### config.mk
export PLATFORM = sky130hd
export DESIGN_NAME = udm_uart_rx
export DESIGN_NICKNAME = d
export VERILOG_FILES = /design/src/rtl/udm_uart_pkg.sv /design/src/rtl/udm_baud_cnt.sv /design/src/rtl/udm_uart_rx.sv
export SDC_FILE = /design/constraint.sdc
export NUM_CORES = 1
export LEC_CHECK = 0
export CORE_ASPECT_RATIO = 1.5
export CORE_MARGIN = 2
export CORE_UTILIZATION = 45
export CTS_BUF_LIST = sky130_fd_sc_hd__clkbuf_16
export DETAILED_ROUTE_END_ITERATION = 8
export GPL_TIMING_DRIVEN = 1
export PLACE_DENSITY_LB_ADDON = 0.2
export SKIP_CTS_REPAIR_TIMING = 1
export SLEW_MARGIN = 40
export SYNTH_ARGS = -nofsm -noshare
export SYNTH_HDL_FRONTEND = slang
export SYNTH_SLANG_ARGS = --single-unit
### constraint.sdc
create_clock -name clk_i -period 3 [get_ports clk_i]
set_clock_uncertainty 0.05 [all_clocks]
set_input_delay 0.6 -clock clk_i [delete_from_list [all_inputs] [get_ports clk_i]]
set_output_delay 0.6 -clock clk_i [all_outputs]
set_load 0.02 [all_outputs]
### src/rtl/udm_uart_pkg.sv
// udm_uart_pkg: shared FSM state encodings, stop-bit encodings and divider floor for the UDM UART receiver.
package udm_uart_pkg;
  typedef logic [2:0] state_t;
  localparam state_t S_IDLE  = 3'd0;
  localparam state_t S_START = 3'd1;
  localparam state_t S_DATA  = 3'd2;
  localparam state_t S_STOP  = 3'd3;
  localparam state_t S_STOP2 = 3'd4;
  localparam state_t S_WAIT  = 3'd5;
  localparam logic [1:0] NSTOP_1 = 2'b00;
  localparam logic [1:0] NSTOP_2 = 2'b01;
  localparam logic [31:0] MIN_DIV = 32'd2;
endpackage

### src/rtl/udm_baud_cnt.sv
// udm_baud_cnt: loadable down-counter; tc_o flags the last cycle of a loaded period while running.
module udm_baud_cnt (
  input  logic        clk_i,
  input  logic        rst_i,
  input  logic        load_i,
  input  logic        run_i,
  input  logic [31:0] load_val_i,
  output logic        tc_o
);
  logic [31:0] cnt_q, cnt_d;
  always_comb cnt_d = load_i ? load_val_i : (run_i && cnt_q != 32'd0) ? cnt_q - 32'd1 : cnt_q;
  always_ff @(posedge clk_i) begin
    if (rst_i) cnt_q <= 32'd0;
    else       cnt_q <= cnt_d;
  end
  assign tc_o = run_i && cnt_q == 32'd1;
endmodule

### src/rtl/udm_uart_rx.sv
// udm_uart_rx: 8N1/8N2 UART receiver with valid/ready byte output, frame-error and overrun pulses.
module udm_uart_rx
  import udm_uart_pkg::*;
#(
  parameter int SYNC_STAGES = 2
) (
  input  logic        clk_i,
  input  logic        rst_i,
  input  logic        rx_i,
  input  logic [31:0] divider_i,
  input  logic [1:0]  nstop_i,
  output logic [7:0]  data_o,
  output logic        valid_o,
  input  logic        ready_i,
  output logic        frame_err_o,
  output logic        overrun_o
);
  logic [SYNC_STAGES-1:0] sync_q, fill_q;
  logic        line, line_ok, start, tc, run, done, err;
  logic [31:0] div_in, div_q, div_d;
  logic [1:0]  nstop_q, nstop_d;
  logic [2:0]  bit_q, bit_d;
  logic [7:0]  shift_q, shift_d, data_q, data_d;
  logic        armed_q, armed_d, valid_q, valid_d, ferr_q, ferr_d, ovr_q, ovr_d;
  state_t      state_q, state_d;

  assign line    = sync_q[SYNC_STAGES-1];
  // fill_q marks when line carries a real post-reset sample, so a low line held through reset is not a start
  assign line_ok = fill_q[SYNC_STAGES-1];
  assign div_in  = (divider_i < MIN_DIV) ? MIN_DIV : divider_i;
  assign start   = state_q == S_IDLE && armed_q && line_ok && !line;
  assign run     = state_q != S_IDLE && state_q != S_WAIT;

  udm_baud_cnt u_cnt (
    .clk_i      (clk_i),
    .rst_i      (rst_i),
    .load_i     (start || tc),
    .run_i      (run),
    .load_val_i (start ? div_in >> 1 : div_q),
    .tc_o       (tc)
  );

  always_comb begin
    state_d = state_q;
    bit_d   = bit_q;
    shift_d = shift_q;
    done    = 1'b0;
    err     = 1'b0;
    armed_d = !start && (armed_q || (line_ok && line));
    div_d   = start ? div_in : div_q;
    nstop_d = start ? nstop_i : nstop_q;
    case (state_q)
      S_IDLE:  state_d = start ? S_START : S_IDLE;
      S_START: if (tc) begin
        state_d = line ? S_IDLE : S_DATA;
        bit_d   = 3'd0;
      end
      S_DATA:  if (tc) begin
        shift_d = {line, shift_q[7:1]};
        bit_d   = bit_q + 3'd1;
        state_d = (bit_q == 3'd7) ? S_STOP : S_DATA;
      end
      S_STOP:  if (tc) begin
        err     = !line;
        done    = line && nstop_q != NSTOP_2;
        state_d = !line ? S_WAIT : (nstop_q == NSTOP_2) ? S_STOP2 : S_IDLE;
      end
      S_STOP2: if (tc) begin
        err     = !line;
        done    = line;
        state_d = line ? S_IDLE : S_WAIT;
      end
      S_WAIT:  state_d = line ? S_IDLE : S_WAIT;
      default: state_d = S_IDLE;
    endcase
    valid_d = done || (valid_q && !ready_i);
    data_d  = (done && (!valid_q || ready_i)) ? shift_q : data_q;
    ovr_d   = done && valid_q && !ready_i;
    ferr_d  = err;
  end

  always_ff @(posedge clk_i) begin
    if (rst_i) begin
      sync_q  <= '1;
      fill_q  <= '0;
      state_q <= S_IDLE;
      armed_q <= 1'b0;
      div_q   <= 32'd0;
      nstop_q <= NSTOP_1;
      bit_q   <= 3'd0;
      shift_q <= 8'h00;
      data_q  <= 8'h00;
      valid_q <= 1'b0;
      ferr_q  <= 1'b0;
      ovr_q   <= 1'b0;
    end else begin
      sync_q  <= {sync_q[SYNC_STAGES-2:0], rx_i};
      fill_q  <= {fill_q[SYNC_STAGES-2:0], 1'b1};
      state_q <= state_d;
      armed_q <= armed_d;
      div_q   <= div_d;
      nstop_q <= nstop_d;
      bit_q   <= bit_d;
      shift_q <= shift_d;
      data_q  <= data_d;
      valid_q <= valid_d;
      ferr_q  <= ferr_d;
      ovr_q   <= ovr_d;
    end
  end

  assign data_o      = data_q;
  assign valid_o     = valid_q;
  assign frame_err_o = ferr_q;
  assign overrun_o   = ovr_q;
endmodule

# Word level (Yosys, flattened, before mapping)
# Index checks and enable logic that the tools add are counted.
[word_totals]
reg_bits = 96
latch_bits = 0
ramBits = 0
romBits = 0
input_bits = 38
wordCells = 86
mem_count = 0
[op_classes]
add_sub_neg = 2
multipliers = 0
div = 0
order_cmp = 1
n_eq_ne = 14
shift = 0
n_mux = 22
bitwise_logic = 2
reduce_logical = 31
[op_table]
columns = ["operator", "count"]
rows = [
  ["32-bit 2-to-1 mux", 4],
  ["32-bit by 1-bit == test with 1-bit output, second input constant", 1],
  ["32-bit by 2-bit < comparator with 1-bit output, second input constant", 1],
  ["32-bit nonzero test", 1],
  ["32-bit by 1-bit subtractor with 32-bit output, second input constant", 1],
  ["3-bit 2-to-1 mux", 9],
  ["3-bit case mux with 6 select lines", 1],
  ["1-bit logical AND", 13],
  ["3-bit == test, second input constant", 3],
  ["2-bit inequality test, second input constant", 4],
  ["3-bit by 2-bit == test with 1-bit output, second input constant", 2],
  ["3-bit case mux with 2 select lines", 1],
  ["1-bit 2-to-1 mux", 5],
  ["1-bit zero test", 4],
  ["1-bit logical OR", 4],
  ["4-bit AND reduction", 1],
  ["2-bit nonzero test", 2],
  ["3-bit by 1-bit adder with 3-bit output, second input constant", 1],
  ["3-bit by 1-bit == test with 1-bit output, second input constant", 1],
  ["3-bit zero test", 1],
  ["3-bit inequality test, second input constant", 1],
  ["3-bit AND reduction", 1],
  ["3-bit nonzero test", 1],
  ["3-bit OR reduction", 1],
  ["other kinds (7)", 8],
]

# Longest topological paths before layout
# Gate-level depths: netlist of run 1.
[depth]
word_depth = 7
depth_mapped = 9

# Modules after synthesis
# A second synthesis of run 1 with hierarchy kept.
[unflattened]
cells_unflattened = 599
area_unflattened_um2 = 5003.5
[modules_own_cells]
columns = ["mod", "n_inst", "cells_each", "area_each_um2", "seq_area_each_um2"]
rows = [
  ["udm_uart_rx", 1, 331, 2782.7, 1281.2],
  ["udm_baud_cnt", 1, 268, 2220.9, 640.6],
]

# Least setup slack after synthesis of run 1
# OpenSTA, ideal clock, no wires.
[synth_timing]
path_type = "register -> register"
from = "reg u_cnt.cnt_q[8]"
to = "reg u_cnt.cnt_q[2]"
arrival_ns = 1.961
setup_slack_ns = 0.903
stages_incl_launch_ff = 8
path_buffers = 1
period_less_slack_ns = 2.097
cell_sequence = "dfxtp_1 -> nor4_4 -> nand4_4 -> nor4_4 -> buf_2 -> nor2_1 -> xnor2_1 -> a211oi_1"
[synth_between]
elab_chain_cells = 4
elab_cells_between_ends = 7
[synth_rtl]
columns = ["item", "line", "source"]
rows = [
  ["start: declaration", "udm_baud_cnt.sv:10", "logic [31:0] cnt_q, cnt_d;"],
  ["start signal: assignment", "udm_baud_cnt.sv:14", "else cnt_q <= cnt_d;"],
  ["32-bit by 1-bit == test with 1-bit output", "udm_baud_cnt.sv:16", "assign tc_o = run_i && cnt_q == 32'd1;"],
  ["1-bit logical AND", "udm_baud_cnt.sv:16", ""],
  ["1-bit logical OR", "udm_uart_rx.sv:37", ".load_i (start || tc),"],
  ["32-bit 2-to-1 mux or 2-bit nonzero test (tied branches)", "n/a", ""],
]
# Several ways; a longest one is shown, not always the timed one.
# A chain may end at the register's enable or synchronous reset.

# Worst setup path after layout of run 1
[layout_timing]
from = "reg u_cnt.cnt_q[14]"
to = "reg u_cnt.cnt_q[31]"
[layout_between]
elab_chain_cells = 4
elab_cells_between_ends = 9
[layout_rtl]
columns = ["item"]
rows = [
  ["parallel branches: the longest is 4 deep, another holds 32-bit by 1-bit subtractor with 32-bit output"],
]
# Parallel ways; which one is timed is not known. The select of a mux whose other input is x is not followed.

==> results.json, run 1 <==
{
  "routedWlPerCell_um": 16.3,
  "regArea_mm2": 0.00192,
  "cp.arrival_ns": 2.64,
  "synth-seq-cells": 96,
  "clock.fmax_mhz": 404,
  "endpoint_kind": "flip-flop",
  "dpl_worst_slack_ns": 0.263,
  "synth-main-ff-cell": "dfxtp_1",
  "drv_cap": 0,
  "synth_area_per_cell_um2": 8.16,
  "first_pass_iters": 5,
  "vias_per_cell": 5.70,
  "synth.cell_area_mm2": 0.00472,
  "ys_seq_area_share_pct": 40.7,
  "die_area_mm2": 0.0113,
  "status": "completed",
  "dieHeight_um": 129,
  "p_leak_uw": 0.00209,
  "cts_htree_levels": 3,
  "rsz0062_at_grt": "false",
  "finalSetupViolCount": 0,
  "worst_pin_slew_ns": 0.694,
  "grt_pass1_wl_um": 20600,
  "hpwlAfterDp_um": 9150,
  "grt_max_degree": 58,
  "finalCritPeriodShare_pct": 82.4,
  "cp-start-kind": "flip-flop",
  "numCtsBuffers": 9,
  "routed_wl_um": 12400,
  "rows": 45,
  "final.min_clock_period_ns": 2.47,
  "finalNetCount": 660,
  "ir_drop_mv": 0.301,
  "path_class": "reg2reg",
  "cts_tree": "done",
  "layout.cells.non_filler": 763,
  "die_w_um": 87.6,
  "syn2layout_area_growth_pct": 18.9,
  "clockRootBuffer": "clkbuf_16",
  "nFillCells": 933,
  "finalWeightedCongestion": 0.903,
  "clock-sinks": 96,
  "whs_ns": 0.369,
  "grt_pass1_vias": 4241,
  "drtIter0Drc": 268,
  "cts_max_path_buffers": 2,
  "combPwrFrac_pct": 9.2,
  "slew_viol_final": 0,
  "internal-power_uw": 1940,
  "cpPeakStageDelay_ns": 0.68,
  "port_buffers": 48,
  "syn_nets": 621,
  "switching_share_pct": 24.4,
  "yosys.area.top_type_share_pct": 40.7,
  "num_io_pins": 49,
  "synthesis.instances": 578,
  "insertion_delay_ns": 0.34,
  "p_seq_share_pct": 50.4,
  "core_mm2": 0.0102,
  "grt_remaining_overflow": 0,
  "drc_errors": 0,
  "finalHoldViolCount": 0,
  "switching_power_uw": 625,
  "slowest_stage": "or4_1",
  "vias": 4346,
  "hp-class": "reg2reg",
  "p_per_area_mw_per_mm2": 457,
  "initial_utilization_pct": 46.3,
  "drive_gt1_share_pct": 8.20,
  "path_cells": "nor4_2 -> nand4_2 -> or4_1 -> nand2_2 -> o31a_1 -> o221ai_1",
  "yosysUniqueCellTypes": 58,
  "final_util_pct": 55.1,
  "num_antenna_cells": 0,
  "tns_ns": 0,
  "ant_nets": 0,
  "ff2ff_setup_slack_ns": 0.53,
  "grt_use_total_pct": 23.2,
  "synth_warnings": 0,
  "async_flop_share_pct": 0,
  "clkPwrFrac_pct": 40.4,
  "relSlewSlack_pct": 53.4,
  "cp.required_ns": 3.17,
  "path_clk_slew_ns": 0.06,
  "antenna_found_initial": 0,
  "placed_cells": 747,
  "synth.area.top_cells": "dfxtp_1 41%, nand2_1 7.6%, a21oi_1 6.2%",
  "setup_slack_ns": 0.527,
  "yosysTopAreaCell": "dfxtp_1",
  "synth-edff-count": 0,
  "multi_input_area_mm2": 0.00263,
  "cp_max_fo": 6
}
[cell usage in the layout (no fill, tap or decap), types with 12 or more instances in the layout]
| cell type | count |
|---|---|
| nor3_1 | 21 |
| o21ai_0 | 27 |
| xnor2_1 | 20 |
| dfxtp_1 | 96 |
| nor4_1 | 20 |
| clkdlybuf4s50_1 | 47 |
| mux2i_1 | 19 |
| a21oi_1 | 57 |
| inv_1 | 12 |
| nand2_1 | 95 |
| nor2_1 | 55 |
| buf_4 | 12 |
[cells in the mapped netlist (all sizes together), types with 3 or more instances]
| library cell | n |
|---|---|
| nor3 | 22 |
| buf | 10 |
| inv | 10 |
| a221oi | 4 |
| ha | 5 |
| xnor2 | 20 |
| or4 | 5 |
| a22oi | 4 |
| nor2 | 56 |
| nand3 | 11 |
| or2 | 6 |
| o21ai | 28 |
| nor2b | 3 |
| a211o | 3 |
| nor4b | 3 |
| nand4 | 14 |
| a211oi | 8 |
| clkbuf | 23 |
| or3 | 5 |
| a21oi | 58 |
| a311oi | 4 |
| and2 | 3 |
| xor2 | 4 |
| and4 | 4 |
| nor4 | 26 |
| mux2i | 19 |
| o311a | 3 |
| nand2 | 97 |
| dfxtp | 96 |
| o21a | 3 |
[path summary, 6_finish.rpt]
check,startpoint,end,depth (start not counted)
worst max-delay path,u_cnt.cnt_q[14],u_cnt.cnt_q[31],6
worst min-delay path,sync_q[0],sync_q[1],1
worst max register to register,u_cnt.cnt_q[14],u_cnt.cnt_q[31],6
worst min register to register,sync_q[0],sync_q[1],1
[sequential cells by signal (all words and copies together) (netlist names)]
signal       cells
div_q           32
u_cnt.cnt_q     32
data_o           8
shift_q          8
bit_q            3
state_q          3
fill_q           2
nstop_q          2
sync_q           2
armed_q          1
frame_err_o      1
overrun_o        1
valid_o          1
[power by group through the flow]
stage / Sequential [uW] / Combinational [uW] / Clock [uW]
2_1_floorplan: 1320 / 136 / 0
3_3_place_gp: 1320 / 231 / 0
3_5_place_dp: 1320 / 232 / 0
4_1_cts: 1290 / 234 / 1060
5_1_grt: 1290 / 254 / 1120
6_report: 1290 / 236 / 1030
[per-stage QoR]
stage	power, uW	cell area [um2]
after floorplan	1450	4720
after global placement	1550	5350
after detailed placement	1550	5350
after CTS	2580	5610
after global routing	2670	5610
final	2560	5610
[worst max-delay path, delay by kind of cell, from the launching register on]
kind	cells	cell delay [ns]
flops	1	0.36
compound gates	2	0.26
simple gates	4	1.67
[layer usage]
metal,vias up,routed length [um],GRT usage [%]
met3,35,471,4.39
met2,105,6280,39.4
met5,-,0,0
li1,2159,-,-
met4,0,575,13.2
met1,2047,5080,27.0
[layout make-up]
class,count,share of cell area [%]
repair buffers,61,10.4
clock inverters,7,0.713
multi-input cells,439,46.8
well taps,141,3.14
clock buffers,9,4.01
inverters,10,0.669
flip-flops and latches,96,34.2
[logic make-up after synthesis]
kind of cell    Yosys count  share of synthesized area, %
compound gates          129                          16.7
xor+xnor                 24                          4.46
fa+ha+maj                 5                          1.33
buf+inv                  43                          3.87
flops                    96                          40.7
mux                      19                          4.03
simple gates            262                          28.9
Power figures use the tool's default switching activity.
==> run 2, diff against run 1 <==
Clock period 3 ns to 2.4 ns, I/O delays scaled along.
==> results.json, run 2 (synthesis results as in run 1) <==
{
  "status": "completed",
  "num_io_pins": 49,
  "clock-sinks": 96,
  "hp-class": "reg2reg",
  "hpwlAfterDp_um": 9850,
  "drive_gt1_share_pct": 15.1,
  "final_util_pct": 59.2,
  "rsz0062_at_grt": "false",
  "layout_commonest_cell": "dfxtp_1",
  "path_clk_slew_ns": 0.07,
  "final_area_mm2": 0.00604,
  "path_common_cell": "buf_4",
  "cp-start-kind": "flip-flop",
  "worst_pin_slew_ns": 0.797,
  "clockRootBuffer": "clkbuf_16",
  "drtIter0Drc": 281,
  "drc_errors": 0,
  "cts_tree": "done",
  "die_w_um": 87.6,
  "cts_max_path_buffers": 2,
  "grt_pass1_wl_um": 21600,
  "ir_drop_mv": 0.391,
  "grt_max_degree": 43,
  "p_leak_uw": 0.00232,
  "whs_ns": 0.382,
  "path_class": "reg2reg",
  "p_per_area_mw_per_mm2": 563,
  "wl_met1_um": 5470,
  "cp.required_ns": 2.58,
  "slew_viol_final": 0,
  "finalWeightedCongestion": 0.962,
  "place_area_mm2": 0.00567,
  "met3_length_um": 480,
  "grt_pass1_vias": 4520,
  "ant_nets": 0,
  "antenna_found_initial": 0,
  "cts_htree_levels": 3,
  "slowest_stage": "or3_1",
  "cpPeakStageDelay_ns": 0.36,
  "drv_cap": 0,
  "finalHoldViolCount": 0,
  "met2_length_um": 6630,
  "first_pass_iters": 5,
  "numCtsBuffers": 9,
  "rows": 45,
  "relSlewSlack_pct": 46.5,
  "port_buffers": 48,
  "endpoint_kind": "flip-flop",
  "finalSetupViolCount": 0,
  "crit_family": "simple AND/OR/NAND/NOR gates",
  "insertion_delay_ns": 0.35,
  "final.min_clock_period_ns": 2.29,
  "cp_max_fo": 5,
  "num_antenna_cells": 0,
  "finalCritPeriodShare_pct": 95.5,
  "grt_remaining_overflow": 0,
  "core_mm2": 0.0102,
  "routedWlPerCell_um": 16.4,
  "vias_per_cell": 5.79,
  "initial_utilization_pct": 46.3,
  "routed_wl_um": 13200,
  "vias": 4651,
  "finalNetCount": 701,
  "grt_use_total_pct": 24.3,
  "syn2layout_area_growth_pct": 27.9,
  "die_area_mm2": 0.0113,
  "top_layer": "met4",
  "critPathBufInv": 2,
  "dieHeight_um": 129,
  "largestRegisters": "div_q: 32 flops, u_cnt.cnt_q: 32 flops",
  "clock.fmax_mhz": 437,
  "final_cell_mix": "96 x dfxtp_1, 95 x nand2_1, 57 x a21oi_1, 54 x nor2_1, 50 x buf_4",
  "cp.arrival_ns": 2.47,
  "path_cells": "nor4_2 -> buf_4 -> nand4_2 -> buf_4 -> nor3_1 -> a211o_1 -> nor2_1 -> or3_1"
}
run 2: cell type report:
| type | instances | area [um2] |
|---|---|---|
| Tap cell | 141 | 176 |
| Clock inverter | 6 | 70.1 |
| Fill cell | 926 | 4160 |
| Sequential cell | 96 | 1920 |
| Multi-Input combinational cell | 439 | 2680 |
| Clock buffer | 9 | 225 |
| Inverter | 10 | 37.5 |
| Timing Repair Buffer | 102 | 926 |
run 2: final timing paths:
path	from	to	slack, ns	depth (start not counted)
setup / recovery	u_cnt.cnt_q[15]	u_cnt.cnt_q[9]	0.11	8
hold / removal	sync_q[0]	sync_q[1]	0.38	1
setup reg to reg	u_cnt.cnt_q[15]	u_cnt.cnt_q[9]	0.11	8
hold reg to reg	sync_q[0]	sync_q[1]	0.38	1
run 2: per-stage QoR:
stage	setup slack (ns)	TNS (ns)	cells	total power, uW
2_1_floorplan	0.303	0	578	1820
5_1_grt	0.0180	0	803	3520
3_5_place_dp	-0.0790	-0.172	787	1990
6_report	0.109	0	803	3400
4_1_cts	0.0479	0	802	3410
3_3_place_gp	-0.0261	-0.0505	787	1980
run 2: power by group:
group          internal [uW]  switching [uW]
logic                    158             190
clock network            807             632
registers               1600            8.81
total                   2570             831
run 2: routing by layer:
metal,up-vias,GRT usage (%)
li1,2243,-
met1,2233,29.0
met2,135,42.1
met3,40,2.99
met4,0,12.8
met5,-,0
==> run 3, diff against run 2 <==
--- a/config.mk
+++ b/config.mk
@@ -10,4 +10,5 @@
 export CORE_UTILIZATION = 45
 export CTS_BUF_LIST = sky130_fd_sc_hd__clkbuf_16
+export CTS_CLUSTER_DIAMETER = 60
 export DETAILED_ROUTE_END_ITERATION = 8
 export GPL_TIMING_DRIVEN = 1
--- a/constraint.sdc
+++ b/constraint.sdc
@@ -3,3 +3,3 @@
 set_input_delay 0.48 -clock clk_i [delete_from_list [all_inputs] [get_ports clk_i]]
 set_output_delay 0.48 -clock clk_i [all_outputs]
-set_load 0.02 [all_outputs]
+set_load 0.1 [all_outputs]
==> results.json, run 3 (synthesis results as in run 1) <==
{
  "routed_wl_um": 13200,
  "cp_max_fo": 10,
  "path_clk_slew_ns": 0.07,
  "vias": 4549,
  "grt_use_total_pct": 24.7,
  "p_per_area_mw_per_mm2": 561,
  "slew_viol_final": 0,
  "whs_ns": 0.396,
  "path_class": "reg2reg",
  "switching_share_pct": 26.0,
  "p_seq_share_pct": 48.1,
  "die_w_um": 87.6,
  "drc_errors": 0,
  "finalNetCount": 699,
  "status": "completed",
  "die_area_mm2": 0.0113,
  "port_buffers": 48,
  "cp-start-kind": "flip-flop",
  "cp.required_ns": 2.56,
  "ant_nets": 0,
  "internal-power_uw": 2480,
  "combPwrFrac_pct": 10.3,
  "endpoint_kind": "flip-flop",
  "cts_tree": "done",
  "dieHeight_um": 129,
  "cpPeakStageDelay_ns": 0.65,
  "grt_max_degree": 54,
  "num_io_pins": 49,
  "final_util_pct": 58.6,
  "antenna_found_initial": 0,
  "finalCritPeriodShare_pct": 94.8,
  "path_cells": "nor4_4 -> nand4_4 -> or4_4 -> nand2_2 -> o31a_1 -> o221ai_1",
  "largestRegisters": "div_q: 32 flops, u_cnt.cnt_q: 32 flops",
  "relSlewSlack_pct": 48.5,
  "final.min_clock_period_ns": 2.27,
  "rows": 45,
  "grt_remaining_overflow": 0,
  "use_met1_pct": 28.4,
  "hpwlAfterDp_um": 9900,
  "p_leak_uw": 0.00233,
  "top_usage_layer": "met2",
  "clockRootBuffer": "clkbuf_16",
  "initial_utilization_pct": 46.3,
  "finalWeightedCongestion": 0.942,
  "total_power_uw": 3350,
  "final_cell_mix": "96 x dfxtp_1, 95 x nand2_1, 59 x buf_4, 57 x a21oi_1, 53 x nor2_1",
  "routedWlPerCell_um": 16.5,
  "layout_commonest_cell": "dfxtp_1",
  "grt.met3_usage_pct": 4.27,
  "slowest_stage": "or4_4",
  "drv_cap": 0,
  "finalHoldViolCount": 0,
  "first_pass_iters": 4,
  "switching_power_uw": 870,
  "numCtsBuffers": 9,
  "grt_pass1_vias": 4623,
  "num_antenna_cells": 0,
  "rsz0062_at_grt": "false",
  "clkPwrFrac_pct": 41.6,
  "clock-sinks": 96,
  "insertion_delay_ns": 0.35,
  "hp-class": "reg2reg",
  "drive_gt1_share_pct": 16.5,
  "finalSetupViolCount": 0,
  "tns_ns": 0,
  "final_area_mm2": 0.00598,
  "ir_drop_mv": 0.430,
  "cts_max_path_buffers": 2,
  "cts_htree_levels": 3,
  "worst_pin_slew_ns": 0.768,
  "drtIter0Drc": 360,
  "grt_pass1_wl_um": 22000,
  "cp.arrival_ns": 2.44,
  "vias_per_cell": 5.67,
  "met2_usage_pct": 42.7,
  "core_mm2": 0.0102,
  "syn2layout_area_growth_pct": 26.7,
  "place_area_mm2": 0.00564,
  "clock.fmax_mhz": 440
}
[run 3: changes by cell type in the layout (fill, tap and decap cells not counted), sizes merged]
cell,previous run,this run
buf,55,64
bufinv,1,0
clkinv,1,2
clkdlybuf4s50,47,36
clkinvlp,3,1
inv,11,14
[run 3: power groups by stage]
stage / Combinational [uW] / Sequential [uW] / Clock [uW]
6_report: 345 / 1610 / 1390
5_1_grt: 371 / 1610 / 1490
4_1_cts: 334 / 1610 / 1420
3_5_place_dp: 332 / 1650 / 0
3_3_place_gp: 330 / 1650 / 0
2_1_floorplan: 171 / 1650 / 0
[run 3: metal layers]
| layer | up-vias | part of all wire [%] |
|---|---|---|
| li1 | 2232 | - |
| met1 | 2159 | 40 |
| met2 | 121 | 51 |
| met3 | 37 | 4.2 |
| met4 | 0 | 4.6 |
| met5 | - | 0 |
[run 3: area by class of cell]
cell class              instances  area (um2)
clock buffers                   9         225
well taps                     141         176
multi-input cells             439        2670
inverters                      10        37.5
repair buffers                100         883
fillers                       923        4220
flip-flops and latches         96        1920
clock inverters                 7        61.3
[run 3: worst paths after layout]
| check | start | end | slack [ns] | cells past startpoint |
|---|---|---|---|---|
| setup / recovery | u_cnt.cnt_q[8] | u_cnt.cnt_q[31] | 0.13 | 6 |
| hold / removal | sync_q[0] | sync_q[1] | 0.40 | 1 |
| setup reg to reg | u_cnt.cnt_q[8] | u_cnt.cnt_q[31] | 0.13 | 6 |
| hold reg to reg | sync_q[0] | sync_q[1] | 0.40 | 1 |
[run 3: per-stage QoR]
step	instances	worst slack, ns
after floorplan	578	0.303
after global placement	785	-0.0228
after detailed placement	786	-0.0721
after CTS	802	-0.0315
after global routing	802	0.00573
final	802	0.125
[run 3: critical path: cells and delay by family (launching register included)]
family | cells | cell delay, ns
flip-flops | 1 | 0.35
AO/OA/AOI/OAI | 2 | 0.26
AND/OR/NAND/NOR | 4 | 1.48
